`src/rtl/ring_measure_pkg.sv`:
```
// rtl/ring_measure_pkg.sv - shared state encoding and default sizes for the ring-oscillator edge counter
package ring_measure_pkg;

  typedef enum logic [1:0] {
    IDLE  = 2'd0,
    ARM   = 2'd1,
    COUNT = 2'd2
  } state_t;

  localparam int DEF_COUNT_W       = 32;
  localparam int DEF_WINDOW_W      = 32;
  localparam int DEF_SETTLE_CYCLES = 4;
  localparam int DEF_SYNC_STAGES   = 2;

endpackage

```
`src/rtl/ring_edge_sync.sv`:
```
// rtl/ring_edge_sync.sv - synchroniser chain for the asynchronous ring input plus rising-edge pulse
module ring_edge_sync #(
  parameter int SYNC_STAGES = 2
) (
  input  logic clk,
  input  logic rst_n,
  input  logic async_in,
  output logic rise
);

  logic [SYNC_STAGES-1:0] sync_q;
  logic                   last_q;

  always_ff @(posedge clk or negedge rst_n) begin
    if (!rst_n) begin
      sync_q <= '0;
      last_q <= 1'b0;
    end else begin
      sync_q <= {sync_q[SYNC_STAGES-2:0], async_in};
      last_q <= sync_q[SYNC_STAGES-1];
    end
  end

  assign rise = sync_q[SYNC_STAGES-1] & ~last_q;

endmodule

```
`src/rtl/ring_osc_edge_counter.sv`:
```
// rtl/ring_osc_edge_counter.sv - gates the adder ring, counts its edges over a window; SATURATE_EN selects saturating count
module ring_osc_edge_counter
  import ring_measure_pkg::*;
#(
  parameter int COUNT_W       = DEF_COUNT_W,
  parameter int WINDOW_W      = DEF_WINDOW_W,
  parameter int SETTLE_CYCLES = DEF_SETTLE_CYCLES,
  parameter int SYNC_STAGES   = DEF_SYNC_STAGES
) (
  input  logic                wb_clk_i,
  input  logic                wb_rst_n,
  input  logic                start,
  input  logic                abort,
  input  logic [WINDOW_W-1:0] window_cycles,
  input  logic                ring_in,
  output logic                ring_enable,
  output logic                busy,
  output logic                done,
  output logic [COUNT_W-1:0]  count_out,
  output logic                overflow
);

  localparam int SET_W = $clog2(SETTLE_CYCLES + 1);

  state_t              state, state_nxt;
  logic [SET_W-1:0]    settle_cnt;
  logic [WINDOW_W-1:0] win_cnt;
  logic [COUNT_W-1:0]  edge_cnt, cnt_nxt;
  logic                ovf_flag, ovf_nxt;
  logic                edge_pulse;
  logic                accept, arm_last, count_last, finish;

  ring_edge_sync #(.SYNC_STAGES(SYNC_STAGES)) u_sync (
    .clk      (wb_clk_i),
    .rst_n    (wb_rst_n),
    .async_in (ring_in),
    .rise     (edge_pulse)
  );

  always_ff @(posedge wb_clk_i or negedge wb_rst_n) begin
    if (!wb_rst_n) state <= IDLE;
    else           state <= state_nxt;
  end

  always_comb begin
    state_nxt   = state;
    accept      = 1'b0;
    arm_last    = 1'b0;
    count_last  = 1'b0;
    ring_enable = 1'b0;
    busy        = 1'b0;
    case (state)
      IDLE: begin
        // abort outranks a simultaneous start
        if (start && !abort) begin
          accept    = 1'b1;
          state_nxt = ARM;
        end
      end
      ARM: begin
        ring_enable = 1'b1;
        busy        = 1'b1;
        if (abort) begin
          state_nxt = IDLE;
        end else if (settle_cnt == SET_W'(1)) begin
          arm_last  = 1'b1;
          state_nxt = (win_cnt == '0) ? IDLE : COUNT;
        end
      end
      COUNT: begin
        ring_enable = 1'b1;
        busy        = 1'b1;
        if (abort) begin
          state_nxt = IDLE;
        end else if (win_cnt == WINDOW_W'(1)) begin
          count_last = 1'b1;
          state_nxt  = IDLE;
        end
      end
      default: state_nxt = IDLE;
    endcase
  end

  assign finish = (arm_last && (win_cnt == '0)) || count_last;

  // the edge seen in the final window cycle must land in count_out, hence the next-value path
  always_comb begin
    cnt_nxt = edge_cnt;
    ovf_nxt = ovf_flag;
    if (state == COUNT && edge_pulse) begin
`ifdef SATURATE_EN
      if (&edge_cnt) ovf_nxt = 1'b1;
      else           cnt_nxt = edge_cnt + COUNT_W'(1);
`else
      cnt_nxt = edge_cnt + COUNT_W'(1);
      if (&edge_cnt) ovf_nxt = 1'b1;
`endif
    end
  end

  always_ff @(posedge wb_clk_i or negedge wb_rst_n) begin
    if (!wb_rst_n) begin
      settle_cnt <= '0;
      win_cnt    <= '0;
      edge_cnt   <= '0;
      ovf_flag   <= 1'b0;
      done       <= 1'b0;
      count_out  <= '0;
      overflow   <= 1'b0;
    end else begin
      done <= finish;
      if (finish) begin
        count_out <= cnt_nxt;
        overflow  <= ovf_nxt;
      end
      if (accept) begin
        settle_cnt <= SET_W'(SETTLE_CYCLES);
        win_cnt    <= window_cycles;
        edge_cnt   <= '0;
        ovf_flag   <= 1'b0;
      end else begin
        if (state == ARM)   settle_cnt <= settle_cnt - SET_W'(1);
        if (state == COUNT) win_cnt    <= win_cnt - WINDOW_W'(1);
        edge_cnt <= cnt_nxt;
        ovf_flag <= ovf_nxt;
      end
    end
  end

endmodule

```
`config.mk`:
```
export PLATFORM = sky130hd
export DESIGN_NAME = ring_osc_edge_counter
export DESIGN_NICKNAME = d
export VERILOG_FILES = /design/src/rtl/ring_measure_pkg.sv /design/src/rtl/ring_edge_sync.sv /design/src/rtl/ring_osc_edge_counter.sv
export SDC_FILE = /design/constraint.sdc
export NUM_CORES = 1
export LEC_CHECK = 0
export ABC_AREA = 1
export CORE_UTILIZATION = 50
export DETAILED_ROUTE_END_ITERATION = 7
export PLACE_DENSITY_LB_ADDON = 0.08
export SYNTH_ARGS = -nofsm -noshare
export SYNTH_HDL_FRONTEND = slang
export SYNTH_SLANG_ARGS = --single-unit
```
`constraint.sdc`:
```
create_clock -name wb_clk_i -period 2.7 [get_ports wb_clk_i]
set_input_delay 0.54 -clock wb_clk_i [delete_from_list [all_inputs] [get_ports wb_clk_i]]
set_output_delay 0.54 -clock wb_clk_i [all_outputs]
set_load 0.01 [all_outputs]
```
==> results of run 1 <==
## cells by family (layout without fill, tap and decap cells)
family                   after synthesis  after routing  synth area share [%]
AO/OA/AOI/OAI                         69             69                  6.21
adder cells (fa/ha/maj)                9              9                  1.79
XOR/XNOR                              26             26                  3.61
buffers and inverters                143            219                  9.36
flip-flops                           107            107                  42.5
AND/OR/NAND/NOR                      520            520                  36.6
## cell usage after synthesis, types with 3 or more instances
cell	instances	share of area, %
o211ai_1	5	0.60
nor2_4	5	0.89
o21ai_0	40	3.2
nor3_1	12	0.95
nand2_2	19	1.9
buf_2	5	0.40
ha_1	9	1.8
nand3_2	3	0.48
o22ai_1	5	0.50
nand3_1	63	5.0
xnor2_1	7	0.97
inv_1	115	6.8
inv_2	4	0.24
nand4_1	16	1.6
dfrtp_1	107	42
or2_2	6	0.60
xor2_1	19	2.6
nand2_1	260	15
o21bai_1	6	0.71
and2_1	9	0.89
nor2_1	111	6.6
clkbuf_1	13	0.77
a21oi_1	7	0.56
nor2_2	9	0.89
nand3b_1	3	0.36
## worst max-delay path, cell delays in order, from the launching register on
cell             delay (ns)
dfrtp_1                0.39
inv_1                  0.08
ha_1                   0.29
clkdlybuf4s50_1        0.53
## per-layer routing
| layer | vias to the layer above | wire length [um] |
|---|---|---|
| met4 | 0 | 474 |
| met3 | 31 | 550 |
| li1 | 2854 | - |
| met2 | 128 | 7280 |
| met1 | 2578 | 6610 |
| met5 | - | 0 |
## sequential cells by signal, indices dropped and copies added, names as in the netlist
register       count
count_out         32
edge_cnt          32
win_cnt           32
settle_cnt         3
state              2
u_sync.sync_q      2
done               1
overflow           1
ovf_flag           1
u_sync.last_q      1
## final timing paths
check	start	end	slack [ns]	cells after the start
min in group wb_clk_i	u_sync.sync_q[0]$_DFF_PN0_	u_sync.sync_q[1]$_DFF_PN0_	0.39	0
setup / recovery	state[1]$_DFFE_PN0P_	ring_enable	0.53	3
hold reg to reg	u_sync.sync_q[0]$_DFF_PN0_	u_sync.sync_q[1]$_DFF_PN0_	0.39	0
max in group asynchronous	wb_rst_n	win_cnt[18]$_DFFE_PN0P_	1.84	2
setup reg to reg	state[0]$_DFFE_PN0P_	edge_cnt[19]$_DFF_PN0_	0.57	8
hold / removal	wb_rst_n	count_out[0]$_DFFE_PN0P_	0.19	1
## layout make-up
type	instances	area (sq um)	share of cell area, %
multi-input cells	624	3040	40.7
flip-flops and latches	107	2680	35.8
repair buffers	84	821	11.0
inverters	119	447	5.98
clock buffers	15	268	3.58
well taps	168	210	2.81
clock inverters	1	7.51	0.100
## per-stage QoR
step,instances,worst slack (ns),hold slack [ns]
after floorplan,874,1.00,0.244
after global placement,1102,0.554,0.362
after detailed placement,1102,0.504,0.368
after CTS,1118,0.513,0.205
after global routing,1118,0.376,0.234
final,1118,0.526,0.190
## power by group
part	internal [uW]	switching, uW	total, uW
Sequential	1870	299	2170
Clock	679	592	1270
Combinational	673	1150	1820
Total	3220	2040	5260
==> metrics.yaml, run 1 <==
syn_nets: 920
post_dp_cell_area_sq_um: 7200
ys_ff_latch: 107
powerDensity_nw_per_um2: 704
layout_commonest_cell: "nand2_1"
drtPass1Iterations: 5
vdd_drop_max_mv: 0.446
post-route-drc-count: 0
via_per_inst: 5.00
post_drt_wl_per_cell_um: 13.3
worst_slew_pin_slew_ns: 0.593
cts.sinks: 107
cts_tree: "done"
grt_max_degree: 44
fin_crit_sh_pct: 80.5
endpoint_kind: "output port"
clk_pin_slew_ns: 0.07
rsz0062_at_grt: "false"
grt_pass1_wl_um: 25300
grtUsageTotal_pct: 24.8
skew_ns: 0.00584
wirelength_um: 14900
drt_iter0_drc: 303
ctsHoldBuffers: 0
async_reset_ff_share_pct: 100
area_growth_pct: 18.5
hp-class: "input port to asynchronous set/reset pin"
busiest_layer: "met2"
final_cell_mix: "nand2_1, inv_1, nor2_1"
ctsResizeCount: 0
p_total_uw: 5260
grt_pass1_vias: 5489
nets: 991
rows: 40
required_ns: 2.16
antenna_found_initial: 0
drive_gt1_share_pct: 8.00
ys_warn_count: 0
arrival_ns: 1.63
via_count: 5591
cts_root_buf: "clkbuf_16"
ys_seq_area_share_pct: 42.5
diodes: 0
outcome: "complete, no violations"
use_met2_pct: 42.1
ios: 73
coreArea_sq_um: 12200
fillers: 1143
fmax_mhz: 460
avgSynthCellArea_sq_um: 7.22
gr-usage-met1_pct: 30.9
timing.setup.tns_ns: 0
slew_headroom_pct: 60.4
clkLatencyLatePin_ns: 0.35
ys.flop_type: "dfrtp_1"
htree_num_levels: 3
dieArea_sq_um: 13100
initial_core_util_pct: 51.9
globalplace.congestion: 0.910
final_cell_area_sq_um: 7470
use_met3_pct: 3.23
maxCapViolations: 0
hold_violations: 0
die_y_um: 114
fin_crit_ns: 2.17
synth_area_sq_um: 6310
cts_max_path_buffers: 2
chipWidth_um: 114
synth_edf_count: 0
dp_hpwl_um: 11200
crit_path_start_kind: "flip-flop"
p_leak_uw: 0.00373
cts_buffers: 9
cts_setup_buffers: 0
synth_cell_types: 37
antenna_left: 0
overflow: 0
synthCells: 874
numPortBuffers: 72
setup.worst_path.class: "flip-flop to output port"
slew_viol_final: 0
path_max_fanout: 3
fin_util_pct: 61.5
setup-violations-final: 0
No activity file was read; power rests on OpenSTA's default activity.
==> run 2, diff against run 1 <==
==> constraint.sdc (replaced) <==
create_clock -name wb_clk_i -period 2 [get_ports wb_clk_i]
set_input_delay 0.4 -clock wb_clk_i [delete_from_list [all_inputs] [get_ports wb_clk_i]]
set_output_delay 0.4 -clock wb_clk_i [all_outputs]
set_load 0.01 [all_outputs]
==> metrics.yaml, run 2 (same netlist as run 1, synthesis figures left out) <==
outcome: "complete, no violations"  # unchanged
hold_violations: 0  # unchanged
path_cells: "inv_1, ha_4, nand3_4, nor2_4, nand3_1, nor2_1, xor2_1, and2_1"  # was inv_1, ha_1, clkdlybuf4s50_1
via_per_inst: 5.07  # was 5.00
htree_num_levels: 3  # unchanged
slew_headroom_pct: 62.4  # was 60.4%
cts.sinks: 107  # unchanged
layout_commonest_cell: "nand2_1"  # unchanged
fin_crit_sh_pct: 93.5
endpoint_kind: "flip-flop"  # was output port
via_count: 5768  # was 5591
grt_pass1_vias: 5564  # was 5489
cts_max_path_buffers: 2  # unchanged
p_switching_uw: 2820  # was 2040 uW
power.internal_uw: 4480  # was 3220 uW
ctsHoldBuffers: 0  # unchanged
arrival_ns: 2.17  # was 1.63 ns
worst_slew_pin_slew_ns: 0.563  # was 0.593 ns
fin_crit_ns: 1.87
powerDensity_nw_per_um2: 945  # was 704 nW/um^2
critPathMaxStageDelay_ns: 0.39  # was 0.53 ns
skew_ns: 0.00786  # was 0.00584 ns
hold_slack_ns: 0.125  # was 0.190 ns
wirelength_um: 15200  # was 14900 um
drt_iter0_drc: 307  # was 303
fmax_mhz: 535
pwr-share-comb_pct: 35.6  # was 34.6%
top_regs: "count_out: 32 flops, edge_cnt: 32 flops, win_cnt: 32 flops"  # unchanged
cts_root_buf: "clkbuf_16"  # unchanged
dp_hpwl_um: 11100  # was 11200 um
dieArea_sq_um: 13100  # unchanged
path_max_fanout: 5  # was 3
grt_pass1_wl_um: 25600  # was 25300 um
grt_max_degree: 108  # was 44
cts_tree: "done"  # unchanged
maxCapViolations: 0  # unchanged
area_growth_pct: 22.5  # was 18.5%
required_ns: 2.30  # was 2.16 ns
die_y_um: 114  # unchanged
timing.setup.tns_ns: 0  # unchanged
initial_core_util_pct: 51.9  # unchanged
chipWidth_um: 114  # unchanged
fin_cells: 1137  # was 1118
overflow: 0  # unchanged
p_total_uw: 7300  # was 5260 uW
final_cell_mix: "nand2_1, inv_1, nor2_1"  # unchanged
coreArea_sq_um: 12200  # unchanged
drtPass1Iterations: 5  # unchanged
nets: 1011  # was 991
clkLatencyLatePin_ns: 0.36  # was 0.35 ns
grtUsageTotal_pct: 24.8  # about the same
crit_slowest_cell: "dfrtp_1"  # was clkdlybuf4s50_1
crit_path_start_kind: "flip-flop"  # unchanged
antenna_left: 0  # unchanged
post-route-drc-count: 0  # unchanged
p_seq_share_pct: 39.9  # was 41.2%
place_inst: 1121  # was 1102
slew_viol_final: 0  # unchanged
numPortBuffers: 72  # unchanged
vdd_drop_max_mv: 0.585  # was 0.446 mV
drive_gt1_share_pct: 10.3  # was 8.00%
antenna_found_initial: 0  # unchanged
final_cell_area_sq_um: 7730  # was 7470 sq um
diodes: 0  # unchanged
clockPowerShare_pct: 24.5  # was 24.2%
post_dp_cell_area_sq_um: 7370  # was 7200 sq um
ios: 73  # unchanged
setup-violations-final: 0  # unchanged
setup.worst_path.class: "flip-flop to flip-flop"  # was flip-flop to output port
cts_buffers: 9  # unchanged
p_leak_uw: 0.00386  # was 0.00373 uW
globalplace.congestion: 0.915  # was 0.910
rows: 40  # unchanged
p_sw_share_pct: 38.6  # was 38.8%
post_drt_wl_per_cell_um: 13.3  # about the same
clk_pin_slew_ns: 0.07  # about the same
hp-class: "input port to asynchronous set/reset pin"  # unchanged
[run 2: worst paths after layout]
| path | from | end | slack (ns) | cells after the start |
|---|---|---|---|---|
| max | state[0]$_DFFE_PN0P_ | edge_cnt[17]$_DFF_PN0_ | 0.13 | 8 |
| min | wb_rst_n | count_out[0]$_DFFE_PN0P_ | 0.13 | 2 |
| max reg2reg | state[0]$_DFFE_PN0P_ | edge_cnt[17]$_DFF_PN0_ | 0.13 | 8 |
| min reg2reg | u_sync.sync_q[0]$_DFF_PN0_ | u_sync.sync_q[1]$_DFF_PN0_ | 0.35 | 0 |
| max in group asynchronous | wb_rst_n | win_cnt[26]$_DFFE_PN0P_ | 1.46 | 2 |
| min in group wb_clk_i | u_sync.sync_q[0]$_DFF_PN0_ | u_sync.sync_q[1]$_DFF_PN0_ | 0.35 | 0 |
[run 2: what timing repair did]
action                     4_1_cts  5_1_grt
gates cloned                     0        1
pin swaps                        0        0
setup endpoints to repair       35       55
hold endpoints to repair         0        0
gates resized for setup          3        9
setup buffers                    0        0
[run 2: area by class of cell]
| class | count | area [sq um] |
|---|---|---|
| clock buffer | 10 | 229 |
| fill | 1094 | 4440 |
| timing repair buffer | 104 | 1010 |
| inverter | 119 | 452 |
| multi-input combinational | 624 | 3080 |
| clock inverter | 5 | 63.8 |
| sequential | 107 | 2680 |
| tap | 168 | 210 |
[run 2: per-layer routing]
layer,wire (um),track usage (%),part of all wire [%],vias to the layer above
met2,7810,45.6,52,126
li1,-,-,-,2891
met1,6580,29.9,43,2736
met4,172,5.71,1.1,0
met5,0,0,0,-
met3,585,4.82,3.9,15
[run 2: through the flow]
step | util, % | setup WS [ns]
final | 63.5 | 0.130
after global placement | 60.6 | -0.0340
after CTS | 63.0 | 0.0201
after floorplan | - | 0.304
after global routing | 63.5 | -0.0520
after detailed placement | 60.6 | -0.0812
[run 2: power by group through the flow]
stage	registers [uW]	logic (uW)	clock network, uW
finish	2910	2600	1790
global route	2960	2970	1910
CTS	2900	2570	1830
detailed placement	2940	2570	0
global placement	2930	2500	0
floorplan	2840	1800	0
[run 2: critical path, delay by kind of cell, from the launching register on]
kind                     cells  cell delay, ns
AND/OR/NAND/NOR              5            0.82
flip-flops                   1            0.39
XOR/XNOR                     1            0.27
buffers and inverters        1            0.13
adder cells (fa/ha/maj)      1            0.20
==> run 3, diff against run 2 <==
--- a/config.mk
+++ b/config.mk
@@ -6,9 +6,13 @@
 export NUM_CORES = 1
 export LEC_CHECK = 0
 export ABC_AREA = 1
-export CORE_UTILIZATION = 50
+export CAP_MARGIN = 20
+export CELL_PAD_IN_SITES_DETAIL_PLACEMENT = 0
+export CELL_PAD_IN_SITES_GLOBAL_PLACEMENT = 1
+export CORE_UTILIZATION = 37
 export DETAILED_ROUTE_END_ITERATION = 7
 export PLACE_DENSITY_LB_ADDON = 0.08
 export SYNTH_ARGS = -nofsm -noshare
 export SYNTH_HDL_FRONTEND = slang
+export SYNTH_HIERARCHICAL = 1
 export SYNTH_SLANG_ARGS = --single-unit
==> metrics.yaml, run 3 <==
cts.sinks: 107  # unchanged
setup.worst_path.class: "flip-flop to flip-flop"  # unchanged
hp-class: "flip-flop to flip-flop"  # was input port to asynchronous set/reset pin
clockPowerShare_pct: 27.9  # was 24.5%
antenna_found_initial: 0  # unchanged
dieArea_sq_um: 17600  # was 13100 sq um
clk_pin_slew_ns: 0.08  # was 0.07 ns
antenna_left: 0  # unchanged
hold_violations: 0  # unchanged
required_ns: 2.25  # was 2.30 ns
synth_edf_count: 0  # unchanged
synth_top_area_share_pct: 42.3  # was 42.5%
chipWidth_um: 133  # was 114 um
fin_crit_sh_pct: 90.8  # was 93.5%
vdd_drop_max_mv: 0.449  # was 0.585 mV
clkLatencyLatePin_ns: 0.36  # about the same
synthCells: 886  # was 874
layout_commonest_cell: "nand2_1"  # unchanged
worst_slew_pin_slew_ns: 0.405  # was 0.563 ns
ys_seq_area_share_pct: 42.3  # was 42.5%
slew_viol_final: 0  # unchanged
die_y_um: 133  # was 114 um
grt_max_degree: 46  # was 108
endpoint_kind: "flip-flop"  # unchanged
synth_area_leader_cell: "dfrtp_1"  # unchanged
dp_hpwl_um: 13400  # was 11100 um
syn_nets: 932  # was 920
ys_warn_count: 6  # was 0
crit_slowest_cell: "dfrtp_1"  # unchanged
critPathMaxStageDelay_ns: 0.39  # about the same
arrival_ns: 2.07  # was 2.17 ns
drtPass1Iterations: 5  # unchanged
synth_area_sq_um: 6330  # was 6310 sq um
grtUsageTotal_pct: 20.9  # was 24.8%
ios: 73  # unchanged
cts_root_buf: "clkbuf_16"  # unchanged
critPathBufInv: 1  # unchanged
p_leak_uw: 0.00395  # was 0.00386 uW
htree_num_levels: 3  # unchanged
path_max_fanout: 3  # was 5
ys.flop_type: "dfrtp_1"  # unchanged
yosysMostFrequentCell: "nand2_1"  # unchanged
pwr-share-comb_pct: 29.8  # was 35.6%
p_sw_share_pct: 36.8  # was 38.6%
async_reset_ff_share_pct: 100  # unchanged
cts_buffers: 9  # unchanged
timing.setup.tns_ns: 0  # unchanged
final_cell_mix: "nand2_1, inv_1, nor2_1"  # unchanged
nets: 1032  # was 1011
area_growth_pct: 25.8  # was 22.5%
fmax_mhz: 551  # was 535 MHz
skew_ns: 0.00859  # was 0.00786 ns
cts_max_path_buffers: 2  # unchanged
avgSynthCellArea_sq_um: 7.14  # was 7.22 sq um
drt_iter0_drc: 292  # was 307
via_per_inst: 4.87  # was 5.07
post-route-drc-count: 0  # unchanged
synthTopCellsByArea: "dfrtp_1, nand2_1, nand3_1"  # was dfrtp_1, nand2_1, inv_1
drive_gt1_share_pct: 9.49  # was 10.3%
outcome: "complete, no violations"  # unchanged
slew_headroom_pct: 73.0  # was 62.4%
rows: 47  # was 40
ys_ff_latch: 107  # unchanged
wirelength_um: 17500  # was 15200 um
grt_pass1_vias: 5905  # was 5564
cts_tree: "done"  # unchanged
rsz0062_at_grt: "false"
overflow: 0  # unchanged
synth_cell_types: 37  # unchanged
power.internal_uw: 4310  # was 4480 uW
setup-violations-final: 0  # unchanged
netlist_top_cells_count: "nand2_1, nor2_1, inv_1, dfrtp_1, nand3_1"  # was nand2_1, inv_1, nor2_1, dfrtp_1, nand3_1
globalplace.congestion: 0.864  # was 0.915
fin_crit_ns: 1.82  # was 1.87 ns
post_drt_wl_per_cell_um: 14.5  # was 13.3 um
powerDensity_nw_per_um2: 857  # was 945 nW/um^2
post_dp_cell_area_sq_um: 7600  # was 7370 sq um
p_seq_share_pct: 42.3  # was 39.9%
p_switching_uw: 2510  # was 2820 uW
cp_top_family: "simple AND/OR/NAND/NOR gates"  # unchanged
final_cell_area_sq_um: 7960  # was 7730 sq um
path_cells: "inv_1, ha_2, nand3_2, nor2_2, nand3_2, nor2_2, nand2_1, nand2_1, nand2_1, nand2_1, nand2_1"  # was inv_1, ha_4, nand3_4, nor2_4, nand3_1, nor2_1, xor2_1, and2_1
initial_core_util_pct: 38.0  # was 51.9%
grt_pass1_wl_um: 29200  # was 25600 um
diodes: 0  # unchanged
maxCapViolations: 0  # unchanged
via_count: 5899  # was 5768
numPortBuffers: 72  # unchanged
top_regs: "count_out: 32 flops, edge_cnt: 32 flops, win_cnt: 32 flops"  # unchanged
crit_path_start_kind: "flip-flop"  # unchanged
cp_common_cell: "nand2_1"
coreArea_sq_um: 16600  # was 12200 sq um
[run 3: worst paths after layout]
check,cells after the start,endpoint,from,slack [ns]
worst max-delay path,11,count_out[28]$_DFFE_PN0P_,state[0]$_DFFE_PN0P_,0.18
worst min-delay path,0,u_sync/sync_q[1]$_DFF_PN0_,u_sync/sync_q[0]$_DFF_PN0_,0.35
worst max register to register,11,count_out[28]$_DFFE_PN0P_,state[0]$_DFFE_PN0P_,0.18
worst min register to register,0,u_sync/sync_q[1]$_DFF_PN0_,u_sync/sync_q[0]$_DFF_PN0_,0.35
max in group asynchronous,3,state[0]$_DFFE_PN0P_,wb_rst_n,0.93
min in group asynchronous,2,count_out[16]$_DFFE_PN0P_,wb_rst_n,0.50
[run 3: power groups by stage]
stage / clock network (uW) / registers [uW] / logic [uW]
2_1_floorplan: 0 / 2810 / 1400
3_3_place_gp: 0 / 2920 / 2000
3_5_place_dp: 0 / 2920 / 2040
4_1_cts: 1950 / 2880 / 2050
5_1_grt: 2020 / 2950 / 2350
6_report: 1900 / 2890 / 2030
[run 3: cell type report]
type                            count  area [sq um]
Clock buffer                        9           225
Sequential cell                   107          2680
Timing Repair Buffer              114          1150
Clock inverter                      7          82.6
Tap cell                          220           275
Inverter                          117           439
Fill cell                        1669          8680
Multi-Input combinational cell    637          3120
[run 3: timing repair]
action | 4_1_cts | 5_1_grt
pin swaps | 0 | 1
hold buffers | 1 | 0
resized for setup | 2 | 9
hold endpoints to repair | 23 | 0
setup endpoints to repair | 2 | 21
setup buffers | 1 | 0
[run 3: cell families (layout without fill, tap and decap cells)]
family	after synthesis	in the layout	synth area share (%)
flip-flops	107	107	42.3
adder cells (fa/ha/maj)	9	9	1.78
XOR/XNOR	22	22	3.04
AO/OA/AOI/OAI	77	77	6.76
AND/OR/NAND/NOR	529	529	37.0
buffers and inverters	142	247	9.07
[run 3: layer usage]
layer	GRT usage (%)	share of wire (%)
met1	25.5	44
met2	38.1	52
met3	1.99	2.1
met4	7.60	1.9
met5	0	0
[run 3: worst reg2reg max path, stage by stage, from the launching register on]
cell and delay (ns):
dfrtp_1 0.39, inv_1 0.09, ha_2 0.24, nand3_2 0.12, nor2_2 0.14, nand3_2 0.17
nor2_2 0.24, nand2_1 0.07, nand2_1 0.08, nand2_1 0.06, nand2_1 0.06, nand2_1 0.05
[run 3: stage by stage]
stage                     hold slack, ns  cells  total power (uW)  util [%]  setup slack, ns
after global routing               0.373   1211              7320      47.9           0.0218
after global placement             0.334   1193              4920      45.7         0.000152
after floorplan                    0.104    886              4200         -            0.280
final                              0.352   1211              6830      47.9            0.184
after CTS                          0.355   1211              6890      47.6           0.0689
after detailed placement           0.336   1193              4970      45.7          -0.0156
